**config.mk**
```make
export PLATFORM = sky130hd
export DESIGN_NAME = seven_segment_scan_decoder
export DESIGN_NICKNAME = d
export VERILOG_FILES = /design/src/rtl/seven_segment_scan_decoder_pkg.sv /design/src/rtl/seg_pattern_decoder.sv /design/src/rtl/seven_segment_scan_decoder.sv
export SDC_FILE = /design/constraint.sdc
export NUM_CORES = 1
export LEC_CHECK = 0
export BUFFER_PORTS_ARGS = -buffer_cell sky130_fd_sc_hd__buf_2
export CAP_MARGIN = 40
export CORE_MARGIN = 3
export CORE_UTILIZATION = 53
export DETAILED_ROUTE_END_ITERATION = 7
export GPL_ROUTABILITY_DRIVEN = 0
export PLACE_DENSITY = 0.72
export SYNTH_ARGS = -nofsm -noshare
export SYNTH_HDL_FRONTEND = slang
export SYNTH_SLANG_ARGS = --single-unit
```
**constraint.sdc**
```tcl
create_clock -name clock -period 2.2 [get_ports clock]
set_input_delay 0.33 -clock clock [delete_from_list [all_inputs] [get_ports clock]]
set_output_delay 0.33 -clock clock [all_outputs]
set_load 0.01 [all_outputs]
```
**src/rtl/seven_segment_scan_decoder_pkg.sv**
```systemverilog
// Shared types, segment table and reverse lookup for the seven-segment scan decoder.
// The display driver encodes digits with the same table, so loopback frames round-trip exactly.
package seven_seg_pkg;

  typedef logic [6:0] seg_t;   // active-high, bit 6 = a ... bit 0 = g
  typedef logic [3:0] hex_t;

  typedef enum logic [1:0] {
    ST_IDLE   = 2'd0,
    ST_SETTLE = 2'd1,
    ST_HOLD   = 2'd2
  } scan_state_t;

  localparam seg_t HEX_TO_SEG [16] = '{
    7'b1111110,  // 0
    7'b0110000,  // 1
    7'b1101101,  // 2
    7'b1111001,  // 3
    7'b0110011,  // 4
    7'b1011011,  // 5
    7'b1011111,  // 6
    7'b1110000,  // 7
    7'b1111111,  // 8
    7'b1111011,  // 9
    7'b1110111,  // A
    7'b0011111,  // b
    7'b1001110,  // C
    7'b0111101,  // d
    7'b1001111,  // E
    7'b1000111   // F
  };

  // Returns {ok, nibble}; any pattern outside the table (blank included) gives {0, 0}.
  function automatic logic [4:0] seg_to_hex(input seg_t seg);
    logic [4:0] res;
    res = 5'b0_0000;
    for (int i = 0; i < 16; i++) begin
      if (seg == HEX_TO_SEG[i]) begin
        res = {1'b1, 4'(i)};
      end
    end
    return res;
  endfunction

endpackage

```
**src/rtl/seg_pattern_decoder.sv**
```systemverilog
// Combinational reverse lookup from an active-high segment pattern to a hex nibble.
module seg_pattern_decoder
  import seven_seg_pkg::*;
(
  input  logic [6:0] seg,
  output logic [3:0] nibble,
  output logic       ok
);

  logic [4:0] lookup;

  // Table match; unmatched patterns decode to 0 with ok low.
  always_comb begin
    lookup = seg_to_hex(seg);
    nibble = lookup[3:0];
    ok     = lookup[4];
  end

endmodule

```
**src/rtl/seven_segment_scan_decoder.sv**
```systemverilog
// Passive monitor of a multiplexed seven-segment display: recovers the four shown
// digits and publishes them as one coherent frame per full scan.
//
// state  | meaning
// -------+-------------------------------------------------------------
// IDLE   | no usable anode (blank, multiple, or just broken off)
// SETTLE | one anode active, counting stable cycles before sampling
// HOLD   | current anode already captured, wait for it to go away
module seven_segment_scan_decoder
  import seven_seg_pkg::*;
#(
  parameter bit ANODE_ACTIVE_LOW = 1'b1,
  parameter bit SEG_ACTIVE_LOW   = 1'b1,
  parameter int SETTLE_CYCLES    = 4,
  parameter int TIMEOUT_CYCLES   = 65535
) (
  input  logic       clock,
  input  logic       reset,
  input  logic [3:0] anode,
  input  logic [6:0] LED,
  output logic [3:0] digit0,
  output logic [3:0] digit1,
  output logic [3:0] digit2,
  output logic [3:0] digit3,
  output logic [3:0] digit_ok,
  output logic       frame_valid,
  output logic       stale,
  output logic       anode_error
);

  localparam logic [7:0]  SETTLE_L = 8'(SETTLE_CYCLES);
  localparam logic [19:0] TMO_LAST = 20'(TIMEOUT_CYCLES - 1);
  localparam logic [19:0] TMO_END  = 20'(TIMEOUT_CYCLES);

  logic [3:0]      anode_q;
  logic [6:0]      led_q;
  logic [3:0]      an_n;
  logic [6:0]      led_n;

  logic            cls_onehot;
  logic            cls_multi;
  logic [1:0]      cls_idx;
  logic            same_digit;

  scan_state_t     state, state_nx;
  logic [7:0]      cnt, cnt_nx;
  logic [1:0]      idx, idx_nx;
  logic            capture;

  logic [3:0]      dec_nib;
  logic            dec_ok;

  logic            multi_prev;
  logic [3:0][3:0] shadow_nib;
  logic [3:0]      shadow_ok;
  logic [3:0]      seen, seen_nx;
  logic [19:0]     timer;
  logic            publish;
  logic            expire;

  // Register the pins once; reset parks them at "nothing lit".
  always_ff @(posedge clock) begin
    if (reset) begin
      anode_q <= ANODE_ACTIVE_LOW ? 4'hF : 4'h0;
      led_q   <= SEG_ACTIVE_LOW ? 7'h7F : 7'h00;
    end else begin
      anode_q <= anode;
      led_q   <= LED;
    end
  end

  assign an_n  = ANODE_ACTIVE_LOW ? ~anode_q : anode_q;
  assign led_n = SEG_ACTIVE_LOW ? ~led_q : led_q;

  // Classify the normalised anode as blank, a single digit index, or multiple.
  always_comb begin
    cls_onehot = 1'b0;
    cls_multi  = 1'b0;
    cls_idx    = 2'd0;
    case (an_n)
      4'b0000: ;
      4'b0001: begin cls_onehot = 1'b1; cls_idx = 2'd0; end
      4'b0010: begin cls_onehot = 1'b1; cls_idx = 2'd1; end
      4'b0100: begin cls_onehot = 1'b1; cls_idx = 2'd2; end
      4'b1000: begin cls_onehot = 1'b1; cls_idx = 2'd3; end
      default: cls_multi = 1'b1;
    endcase
  end

  // In SETTLE/HOLD the previous cycle's anode is always the tracked index.
  assign same_digit = cls_onehot && (cls_idx == idx);

  // FSM state, settle counter and tracked digit index.
  always_ff @(posedge clock) begin
    if (reset) begin
      state <= ST_IDLE;
      cnt   <= 8'd0;
      idx   <= 2'd0;
    end else begin
      state <= state_nx;
      cnt   <= cnt_nx;
      idx   <= idx_nx;
    end
  end

  // Next-state: any anode change restarts settling on the new digit or drops to IDLE.
  always_comb begin
    state_nx = state;
    cnt_nx   = cnt;
    idx_nx   = idx;
    if (cls_multi) begin
      state_nx = ST_IDLE;
      cnt_nx   = 8'd0;
    end else begin
      case (state)
        ST_IDLE: begin
          if (cls_onehot) begin
            state_nx = ST_SETTLE;
            cnt_nx   = 8'd1;
            idx_nx   = cls_idx;
          end
        end
        ST_SETTLE, ST_HOLD: begin
          if (same_digit) begin
            if (state == ST_SETTLE) begin
              if (cnt == SETTLE_L) begin
                state_nx = ST_HOLD;
              end else begin
                cnt_nx = cnt + 8'd1;
              end
            end
          end else if (cls_onehot) begin
            state_nx = ST_SETTLE;
            cnt_nx   = 8'd1;
            idx_nx   = cls_idx;
          end else begin
            state_nx = ST_IDLE;
            cnt_nx   = 8'd0;
          end
        end
        default: begin
          state_nx = ST_IDLE;
          cnt_nx   = 8'd0;
        end
      endcase
    end
  end

  // Outputs of the FSM: a single capture strobe when the settle count is met.
  always_comb begin
    capture = 1'b0;
    if ((state == ST_SETTLE) && same_digit && (cnt == SETTLE_L)) begin
      capture = 1'b1;
    end
  end

  seg_pattern_decoder u_dec (
    .seg    (led_n),
    .nibble (dec_nib),
    .ok     (dec_ok)
  );

  // Pulse anode_error on the first cycle of each multi-anode episode.
  always_ff @(posedge clock) begin
    if (reset) begin
      multi_prev  <= 1'b0;
      anode_error <= 1'b0;
    end else begin
      multi_prev  <= cls_multi;
      anode_error <= cls_multi && !multi_prev;
    end
  end

  // Shadow digits; a recapture of the same index simply overwrites.
  always_ff @(posedge clock) begin
    if (reset) begin
      shadow_nib <= '0;
      shadow_ok  <= 4'h0;
    end else if (capture) begin
      shadow_nib[idx] <= dec_nib;
      shadow_ok[idx]  <= dec_ok;
    end
  end

  assign publish = (seen == 4'hF);
  // A capture in the expiry cycle keeps the display alive.
  assign expire  = !capture && (timer == TMO_LAST);

  // Seen mask: cleared by a publish or a timeout, then marked by this cycle's capture.
  always_comb begin
    seen_nx = seen;
    if (publish || expire) begin
      seen_nx = 4'h0;
    end
    if (capture) begin
      seen_nx[idx] = 1'b1;
    end
  end

  // Seen mask register.
  always_ff @(posedge clock) begin
    if (reset) begin
      seen <= 4'h0;
    end else begin
      seen <= seen_nx;
    end
  end

  // Publish all shadows together the cycle after the mask fills.
  always_ff @(posedge clock) begin
    if (reset) begin
      digit0      <= 4'h0;
      digit1      <= 4'h0;
      digit2      <= 4'h0;
      digit3      <= 4'h0;
      digit_ok    <= 4'h0;
      frame_valid <= 1'b0;
    end else begin
      frame_valid <= publish;
      if (publish) begin
        digit0   <= shadow_nib[0];
        digit1   <= shadow_nib[1];
        digit2   <= shadow_nib[2];
        digit3   <= shadow_nib[3];
        digit_ok <= shadow_ok;
      end
    end
  end

  // Capture-to-capture timer; saturates once expired so stale is raised only once.
  always_ff @(posedge clock) begin
    if (reset) begin
      timer <= 20'd0;
    end else if (capture) begin
      timer <= 20'd0;
    end else if (timer != TMO_END) begin
      timer <= timer + 20'd1;
    end
  end

  // Stale flag: set on expiry, cleared by the next published frame.
  always_ff @(posedge clock) begin
    if (reset) begin
      stale <= 1'b0;
    end else if (expire) begin
      stale <= 1'b1;
    end else if (publish) begin
      stale <= 1'b0;
    end
  end

endmodule
```
==> flow_summary.toml <==
[critical_path]
required_ns = 2.49
critPathMaxFanout = 7
critical_path_class = "flip-flop to flip-flop"
crit_path_end_kind = "flip-flop"
cp_data_arrival_time_ns = 2.49
crit_path_start_kind = "flip-flop"

[grt]
grt_max_degree = 29
grt_pass1_wl_um = 14700
overflow = 0
grt_pass1_vias = 3175
track_usage = 0.201
antenna_found_initial = 0

[logic_synthesis]
synth_edf_count = 0
ys_types = 61
synth-seq-area-share = 0.431
synth_nets = 505
syn_area_um2 = 4230
syn_inst = 485
ys_top_cells_by_area = "dfxtp_1 (43%), nand2_1 (5.1%), nor2_1 (4.5%), mux2i_1 (4.3%), a21oi_1 (4.1%)"
synth_top_area_cell = "dfxtp_1"
syn_avg_cell_area_um2 = 8.72
async_reset_ff_frac = 0
ys_warn_count = 0
ys_ff_latch = 91
synth_top_area_share = 0.431
yosys_most_used_dff = "dfxtp_1"

[drt]
drtIter0Drc = 141
dr.pass1.iters = 4
ant_nets = 0
wl_um = 9010
post_drt_via_cell_ratio = 5.59
wl_per_cell_um = 14.1
drc = 0
vias = 3573

[floorplan]
core_um2 = 7490
die_h_um = 95.4
dieArea_um2 = 9090
rows = 31
boundaryPins = 36
die_width_um = 95.4
start_util = 0.565

[pwr]
power.static_leakage_uw = 0.00200
vdd_drop_max_mv = 0.426
power-per-cell-area_nw_per_um2 = 648

[clocking]
insertion_delay_ns = 0.35
clock_path_buffers = 2
path_clk_slew_ns = 0.10
cts_root_buf = "clkbuf_8"
cts_hold_buffers = 0
cts_htree_levels = 3
cts_tree = "done"
cts_buffers = 9
cts_sinks = 91

[cells_and_area]
instances_no_fill = 639
areaGrowthSynthToFinish_pct = 17.3
postLayoutCoreUtil = 0.663
num_antenna_cells = 0
final_common_cell = "dfxtp_1"
final_nets = 555
final_cell_mix = "dfxtp_1 (88), nand2_1 (58), nor2_1 (51), buf_2 (35), a21oi_1 (32)"
drive_gt1_frac = 0.230

[timing]
fin_crit_sh = 0.999
grt_setup_unrepaired = "yes"
fin_hold_ws_ns = 0.155
relSlewSlack = 0.694
max_freq_mhz = 455
hold_viol_final = 0
tightest_slew_ns = 0.458
finClkSkew_ns = 0.0110
final.min_clock_period_ns = 2.20
fin_ws_ns = 0.00252
maxSlewViolCount = 0
setup_viol = 0

[place]
port_buffers = 35
dp.cells = 618
place_hpwl_um = 6110
pre_cts_ws_ns = 0.0191

[run]
maxCapViolations = 0

[hold_path]
min_path_type = "primary input to flip-flop"

[status]
status = "finished clean"
## critical path, cell delays in order, from the launching register on
cell and delay [ns]:
dfxtp_2 0.33, buf_4 0.15, xor2_1 0.15, o211ai_1 0.41, a21bo_2 0.25, a221oi_4 0.06, buf_4 0.18, or4_1 0.46
a21oi_1 0.14
## registers in the layout (all words and copies together) (netlist names)
name and flops:
anode_q 4, shadow_ok 4, stale 1, idx 2, seen 4, timer 20, led_q 7, shadow_nib 16
frame_valid 1, state 2, cnt 8, digit3 4, anode_error 1, digit2 4, digit1 4, digit0 4
digit_ok 4, multi_prev 1
## cell type report
cell class	instances	area [um^2]
fill	600	2520
multi-input combinational	347	2310
sequential	91	1830
timing repair buffer	67	452
clock buffer	10	138
tap	99	124
inverter	19	71.3
clock inverter	6	48.8
## logic make-up (layout without fill, tap and decap cells)
kind of cell / after synthesis / count (layout) / share of synthesized area
and+or+nand+nor: 205 / 205 / 0.240
xor gates and xnor gates: 21 / 21 / 0.0435
muxes: 18 / 18 / 0.0426
buffers and inverters: 47 / 102 / 0.0482
adders and majority gates: 7 / 7 / 0.0207
DFF: 91 / 91 / 0.431
AOI/OAI and AO/OA: 96 / 96 / 0.174
## final timing paths
kind | depth (start not counted) | slack [ns] | startpoint | endpoint
setup reg to reg | 8 | 0.003 | anode_q[2]$_SDFF_PP1_ | cnt[5]$_SDFFE_PP0P_
hold reg to reg | 1 | 0.39 | multi_prev$_SDFF_PP0_ | anode_error$_SDFF_PP0_
hold / removal | 2 | 0.16 | anode[2] | anode_q[2]$_SDFF_PP1_
setup / recovery | 8 | 0.003 | anode_q[2]$_SDFF_PP1_ | cnt[5]$_SDFFE_PP0P_
## where the power goes
part	switching [uW]	internal, uW	leakage [uW]
combinational	253	186	0.00117
clock	607	454	0.0000908
sequential	38.1	1680	0.000737
## metal layers
metal	vias up	GRT usage	part of all wire
li1	1800	-	-
met1	1687	0.269	0.47
met2	79	0.334	0.49
met3	7	0.0268	0.036
met4	0	0.0709	0.0091
met5	-	0	0
## synthesized netlist by cell type, types with 7 or more instances
cell type and n:
or2_2 12, nand3_1 18, mux2i_1 18, or3_1 7
ha_1 7, dfxtp_1 91, nand2_1 58, nor2b_1 9
nor3_1 7, inv_1 19, nor2_1 51, clkbuf_1 20
nand4_1 13, a211oi_1 7, o21ai_1 7, xor2_1 15
a21oi_1 35
## repair_timing
action | 4_1_cts | 5_1_grt
buffers inserted | 0 | 5
pin swaps | 0 | 7
cloned | 0 | 1
endpoints found under the setup margin | 1 | 28
resized for setup | 1 | 22
## through the flow
| stage | power [uW] | TNS, ns | cell area, um^2 |
|---|---|---|---|
| 5_1_grt | 3350 | -0.289 | 4960 |
| 3_3_place_gp | 2120 | 0 | 4630 |
| 3_5_place_dp | 2120 | 0 | 4630 |
| 6_report | 3210 | 0 | 4960 |
| 2_1_floorplan | 2020 | 0 | 4230 |
| 4_1_cts | 3180 | 0 | 4830 |
No activity file was read; power rests on OpenSTA's default activity.
